File: src/rtl/cfg_disp_pkg.sv
// Shared types and sizing for the config dispatcher.
// Field widths, per-field beat counts and the queued config-set bundle.
package cfg_disp_pkg;

  localparam int HWIDTH      = 32;
  localparam int DATA_CWIDTH = 64;
  localparam int WICP_CWIDTH = 64;
  localparam int TMPC_CWIDTH = 32;
  localparam int POST_CWIDTH = 32;
  localparam int CMD_DEPTH   = 4;
  localparam int LVL_W       = $clog2(CMD_DEPTH) + 1;

  localparam int DATA_BEATS = (DATA_CWIDTH + HWIDTH - 1) / HWIDTH;
  localparam int WICP_BEATS = (WICP_CWIDTH + HWIDTH - 1) / HWIDTH;
  localparam int TMPC_BEATS = (TMPC_CWIDTH + HWIDTH - 1) / HWIDTH;
  localparam int POST_BEATS = (POST_CWIDTH + HWIDTH - 1) / HWIDTH;
  localparam int IDX_W      = $clog2(DATA_BEATS + 1);

  typedef enum logic [1:0] {
    SEL_DATA,
    SEL_WICP,
    SEL_TMPC,
    SEL_POST
  } field_sel_e;

  typedef enum logic [1:0] {
    IDLE,
    ISSUE,
    RUN
  } state_e;

  typedef struct packed {
    logic [DATA_CWIDTH-1:0] data;
    logic [WICP_CWIDTH-1:0] wicp;
    logic [TMPC_CWIDTH-1:0] tmpc;
    logic [POST_CWIDTH-1:0] post;
  } cfg_set_t;

  function automatic logic [IDX_W-1:0] beats_of(field_sel_e s);
    logic [IDX_W-1:0] n;
    unique case (s)
      SEL_DATA: n = IDX_W'(DATA_BEATS);
      SEL_WICP: n = IDX_W'(WICP_BEATS);
      SEL_TMPC: n = IDX_W'(TMPC_BEATS);
      SEL_POST: n = IDX_W'(POST_BEATS);
    endcase
    return n;
  endfunction

endpackage

File: src/rtl/cfg_set_fifo.sv
// Synchronous FIFO of complete config sets.
// Extra pointer bit separates full from empty.
module cfg_set_fifo
  import cfg_disp_pkg::*;
#(
  parameter int DEPTH = 4
) (
  input  logic                     clk,
  input  logic                     rst_n,
  input  logic                     push,
  input  cfg_set_t                 wdata,
  input  logic                     pop,
  output cfg_set_t                 rdata,
  output logic                     full,
  output logic                     empty,
  output logic [$clog2(DEPTH):0]   level
);

  localparam int AW = $clog2(DEPTH);

  cfg_set_t   mem_q [DEPTH];
  logic [AW:0] wr_q, wr_d;
  logic [AW:0] rd_q, rd_d;
  logic        push_ok;
  logic        pop_ok;

  assign level   = wr_q - rd_q;
  assign full    = (level == (AW+1)'(DEPTH));
  assign empty   = (level == '0);
  assign push_ok = push & ~full;
  assign pop_ok  = pop & ~empty;
  assign rdata   = mem_q[rd_q[AW-1:0]];

  always_comb begin
    wr_d = wr_q + (AW+1)'(push_ok);
    rd_d = rd_q + (AW+1)'(pop_ok);
  end

  always_ff @(posedge clk or negedge rst_n) begin
    if (!rst_n) begin
      wr_q <= '0;
      rd_q <= '0;
      for (int i = 0; i < DEPTH; i++) begin
        mem_q[i] <= '0;
      end
    end else begin
      wr_q <= wr_d;
      rd_q <= rd_d;
      if (push_ok) begin
        mem_q[wr_q[AW-1:0]] <= wdata;
      end
    end
  end

endmodule

File: src/rtl/cfg_dispatcher.sv
// Assembles host config beats into sets, queues them and
// issues one set at a time to the PE array, paced by cfg_busy.
module cfg_dispatcher
  import cfg_disp_pkg::*;
(
  input  logic                   clk,
  input  logic                   rst_n,
  input  logic                   host_wvalid,
  output logic                   host_wready,
  input  logic [1:0]             host_wsel,
  input  logic [HWIDTH-1:0]      host_wdata,
  input  logic                   host_wlast,
  output logic                   cfg_valid,
  input  logic                   cfg_busy,
  output logic [DATA_CWIDTH-1:0] cfg_data_data,
  output logic [WICP_CWIDTH-1:0] cfg_wicp_data,
  output logic [TMPC_CWIDTH-1:0] cfg_tmpc_data,
  output logic [POST_CWIDTH-1:0] cfg_post_data,
  output logic [LVL_W-1:0]       fifo_level,
  output logic [15:0]            issued_cnt,
  output logic                   err_overflow
);

  cfg_set_t              shadow_q, shadow_d;
  cfg_set_t              fifo_rdata;
  cfg_set_t              out_q;
  logic [3:0][IDX_W-1:0] idx_q, idx_d;
  logic                  ovf_q, ovf_d;
  logic                  fifo_full, fifo_empty;
  logic                  accept, push, pop;
  field_sel_e            sel;
  state_e                state_q;
  logic                  cfg_valid_q;
  logic [15:0]           issued_cnt_q;

  assign sel    = field_sel_e'(host_wsel);
  assign accept = host_wvalid & host_wready;
  assign push   = accept & host_wlast;
  assign pop    = (state_q == IDLE) & ~fifo_empty & ~cfg_busy;

  always_comb begin
    shadow_d = shadow_q;
    idx_d    = idx_q;
    ovf_d    = ovf_q;
    if (accept) begin
      if (idx_q[sel] < beats_of(sel)) begin
        idx_d[sel] = idx_q[sel] + 1'b1;
        unique case (sel)
          SEL_DATA: shadow_d.data[idx_q[sel]*HWIDTH +: HWIDTH] = host_wdata;
          SEL_WICP: shadow_d.wicp[idx_q[sel]*HWIDTH +: HWIDTH] = host_wdata;
          SEL_TMPC: shadow_d.tmpc = host_wdata;
          SEL_POST: shadow_d.post = host_wdata;
        endcase
      end else begin
        ovf_d = 1'b1;
      end
      // commit pushes shadow_d so the last beat's data is included
      if (host_wlast) begin
        idx_d = '0;
      end
    end
  end

  always_ff @(posedge clk or negedge rst_n) begin
    if (!rst_n) begin
      shadow_q <= '0;
      idx_q    <= '0;
      ovf_q    <= 1'b0;
    end else begin
      shadow_q <= shadow_d;
      idx_q    <= idx_d;
      ovf_q    <= ovf_d;
    end
  end

  cfg_set_fifo #(
    .DEPTH (CMD_DEPTH)
  ) u_fifo (
    .clk   (clk),
    .rst_n (rst_n),
    .push  (push),
    .wdata (shadow_d),
    .pop   (pop),
    .rdata (fifo_rdata),
    .full  (fifo_full),
    .empty (fifo_empty),
    .level (fifo_level)
  );

  always_ff @(posedge clk or negedge rst_n) begin
    if (!rst_n) begin
      state_q      <= IDLE;
      cfg_valid_q  <= 1'b0;
      out_q        <= '0;
      issued_cnt_q <= '0;
    end else begin
      unique case (state_q)
        IDLE: if (pop) begin
          out_q       <= fifo_rdata;
          cfg_valid_q <= 1'b1;
          state_q     <= ISSUE;
        end
        ISSUE: if (cfg_busy) begin
          cfg_valid_q <= 1'b0;
          state_q     <= RUN;
        end
        RUN: if (!cfg_busy) begin
          issued_cnt_q <= issued_cnt_q + 16'd1;
          state_q      <= IDLE;
        end
        default: state_q <= IDLE;
      endcase
    end
  end

  assign host_wready   = ~fifo_full;
  assign cfg_valid     = cfg_valid_q;
  assign cfg_data_data = out_q.data;
  assign cfg_wicp_data = out_q.wicp;
  assign cfg_tmpc_data = out_q.tmpc;
  assign cfg_post_data = out_q.post;
  assign issued_cnt    = issued_cnt_q;
  assign err_overflow  = ovf_q;

endmodule

File: config.mk
export PLATFORM = sky130hd
export DESIGN_NAME = cfg_dispatcher
export DESIGN_NICKNAME = d
export VERILOG_FILES = /design/src/rtl/cfg_disp_pkg.sv /design/src/rtl/cfg_set_fifo.sv /design/src/rtl/cfg_dispatcher.sv
export SDC_FILE = /design/constraint.sdc
export NUM_CORES = 2
export LEC_CHECK = 0
export CAP_MARGIN = 20
export CORE_ASPECT_RATIO = 1.75
export CORE_MARGIN = 1.5
export CORE_UTILIZATION = 60
export CTS_BUF_LIST = sky130_fd_sc_hd__clkbuf_8 sky130_fd_sc_hd__clkbuf_16
export DETAILED_ROUTE_END_ITERATION = 10
export PLACE_DENSITY = 0.82
export SLEW_MARGIN = 5
export SYNTH_ARGS = -nofsm -noshare
export SYNTH_HDL_FRONTEND = slang
export SYNTH_SLANG_ARGS = --single-unit
export TNS_END_PERCENT = 10
File: constraint.sdc
create_clock -name clk -period 8.99 [get_ports clk]
set_input_delay 0.899 -clock clk [delete_from_list [all_inputs] [get_ports clk]]
set_output_delay 0.899 -clock clk [all_outputs]
set_load 0.01 [all_outputs]
==> flow_metrics.env <==
export IMPL_outcome="complete, no violations"
export IMPL_cp_max_fo=45
export IMPL_synthArstFlopShare_pct=100
export IMPL_min_path_type="in -> async"
export IMPL_hold_slack_ps=280
export IMPL_yosys_cell_types_count=46
export IMPL_synth_main_ff_cell="dfrtp_1"
export IMPL_clk_pin_slew_worst_paths_ps=70
export IMPL_overflow=0
export IMPL_slew_limit_headroom_pct=20.4
export IMPL_cts_resized_gates=0
export IMPL_avgSynthCellArea_sq_um=12.1
export IMPL_die_height_microns=377
export IMPL_fp_row_count=137
export IMPL_synthTopCellsByArea="dfrtp_1, mux4_2, a21oi_1, nor2_1, o21ai_0"
export IMPL_cts_tree="yes"
export IMPL_power_density_nw_per_um2=381
export IMPL_grt_max_degree=199
export IMPL_grt_pass1_wl_microns=187000
export IMPL_cts_buffers=100
export IMPL_ys_ff_latch=1186
export IMPL_wl_microns=119000
export IMPL_wl_per_cell_microns=22.9
export IMPL_grt_pass1_vias=32800
export IMPL_cp_start_kind="primary input"
export IMPL_power_total_mw=20.8
export IMPL_crit_start="host_wsel[0]"
export IMPL_yosysWarningCount=0
export IMPL_multiInputGateArea_sq_um=16400
export IMPL_slew_violations=0
export IMPL_antenna_left=0
export IMPL_layout_drive_gt1_share_pct=12.8
export IMPL_fin_tns_setup_ps=0
export IMPL_die_area_sq_um=81700
export IMPL_crit_required_ps=9580
export IMPL_synth_top_cell_area_share_pct=61.9
export IMPL_drc_errors=0
export IMPL_area_growth_pct=13.8
export IMPL_fin_crit_sh_pct=53.8
export IMPL_setup_viol=0
export IMPL_ir_drop_v=0.000265
export IMPL_synth_nets=3997
export IMPL_die_x_microns=217
export IMPL_register_area_sq_um=29700
export IMPL_end_kind="flop"
export IMPL_antenna_found_initial=14
export IMPL_worst_slew_pin_slew_ps=1190
export IMPL_clkSinkCount=1186
export IMPL_place_hpwl_microns=70700
export IMPL_cts_root_buf="clkbuf_16"
export IMPL_synth_top_area_cell="dfrtp_1"
export IMPL_yosysSeqAreaShare_pct=61.9
export IMPL_grt_usage_pct=30.1
export IMPL_yosys_cell_count_top_type="dfrtp_1"
export IMPL_syn_area_sq_um=48000
export IMPL_drt_initial_drc_count=2682
export IMPL_fin_worst_skew_ps=37.2
export IMPL_start_util_pct=60.4
export IMPL_rsz0062_at_grt="false"
export IMPL_fillCellCount=5447
export IMPL_post_cts_setup_buffers=0
export IMPL_cap_violations=0
export IMPL_postSynthCellCount=3947
export IMPL_hold_violations=0
export IMPL_clock_fmax_mhz=207
export IMPL_vias_per_cell=6.07
export IMPL_synth_enable_flop_cells=0
export IMPL_leakagePower_nw=25.2
export IMPL_holdBufCountCts=0
export IMPL_cts_buffer_depth=3
export IMPL_ios=253
export IMPL_gp_congestion=0.848
export IMPL_nets=4127
export IMPL_fp_coreArea_sq_um=79400
export IMPL_r2r_start="u_fifo.rd_q[0]"
export IMPL_h_tree_depth=3
export IMPL_ff2ff_path_depth=7
export IMPL_fin_crit_ps=4830
export IMPL_dr_pass1_iters=8
export IMPL_vias=31600
export IMPL_path_class="in -> reg"
export IMPL_arrival_ps=5420
export IMPL_synth_commonest_cells="dfrtp_1, nor2_1, a21oi_1, nand2_1, o21ai_0"
export IMPL_io_buffers=252
export IMPL_clk_latency_ps=700
-- per-stage QoR --
stage | area [sq um] | instances | utilization (%) | setup slack, ps
4_1_cts | 54500 | 5198 | 68.7 | 4280
3_3_place_gp | 51200 | 5016 | 64.5 | 3770
6_report | 54600 | 5203 | 68.7 | 4160
5_1_grt | 54500 | 5198 | 68.7 | 4020
3_5_place_dp | 51200 | 5017 | 64.5 | 3570
2_1_floorplan | 48000 | 3947 | - | 5510
-- per-layer routing --
| layer | vias to the layer above | global-route usage, % | part of all wire (%) |
|---|---|---|---|
| met2 | 1303 | 49.2 | 49 |
| met5 | - | 0 | 0.062 |
| met3 | 272 | 6.76 | 7.8 |
| li1 | 13800 | - | - |
| met1 | 16200 | 37.9 | 38 |
| met4 | 12 | 15.7 | 5.4 |
-- layout make-up --
| type | instances | share of cell area, % |
|---|---|---|
| clock buffer | 120 | 5.11 |
| timing repair buffer | 309 | 5.60 |
| sequential | 1186 | 54.4 |
| antenna | 5 | 0.0229 |
| tap | 1042 | 2.39 |
| inverter | 204 | 1.40 |
| clock inverter | 61 | 0.959 |
| multi-input combinational | 2276 | 30.1 |
-- flip-flops by register name, indices dropped and copies added (netlist names) --
signal and flops:
u_fifo.mem_q 768, shadow_q 192, cfg_data_data 64, cfg_wicp_data 64
cfg_post_data 32, cfg_tmpc_data 32, issued_cnt 16, idx_q 8
u_fifo.rd_q 3, u_fifo.wr_q 3, state_q 2, cfg_valid 1
err_overflow 1
-- layout by cell type (no fill, tap or decap), types with 8 or more instances in the layout --
master / n
and3_1: 36
clkdlybuf4s50_1: 251
xor2_1: 11
clkbuf_8: 19
nor2_1: 519
buf_4: 49
inv_1: 224
mux2_2: 103
clkbuf_16: 101
ha_1: 10
a21oi_1: 514
buf_12: 8
o21ai_0: 263
a32oi_1: 64
mux2_1: 93
dfrtp_1: 1184
nand2_1: 272
clkinv_2: 18
mux4_2: 194
mux2i_1: 131
-- worst max-delay path, stage by stage --
cell	delay (ps)
clkdlybuf4s50_1	740
mux4_2	910
inv_1	190
ha_1	310
or3b_2	500
o22ai_4	520
buf_4	660
a32oi_1	350
o21ai_0	310
-- final timing paths --
kind | slack, ps | to
hold reg to reg | 460 | issued_cnt[15]
setup / recovery | 4160 | u_fifo.mem_q[270]
setup reg to reg | 4450 | u_fifo.mem_q[353]
max in group asynchronous | 6460 | u_fifo.mem_q[488]
min in group clk | 460 | issued_cnt[15]
hold / removal | 280 | cfg_post_data[18]
-- cells by family after synthesis --
family,Yosys count,synth area share [%]
muxes,521,16.4
buffers and inverters,485,4.09
and+or+nand+nor,860,7.12
DFF,1186,61.9
adders and majority gates,11,0.303
AOI/OAI and AO/OA,865,9.77
xor gates and xnor gates,19,0.378
-- power by group --
part	switching, mW	internal [mW]
combinational	3.97	3.57
clock	1.96	2.41
sequential	1.30	7.60
No activity file was read; power rests on OpenSTA's default activity.
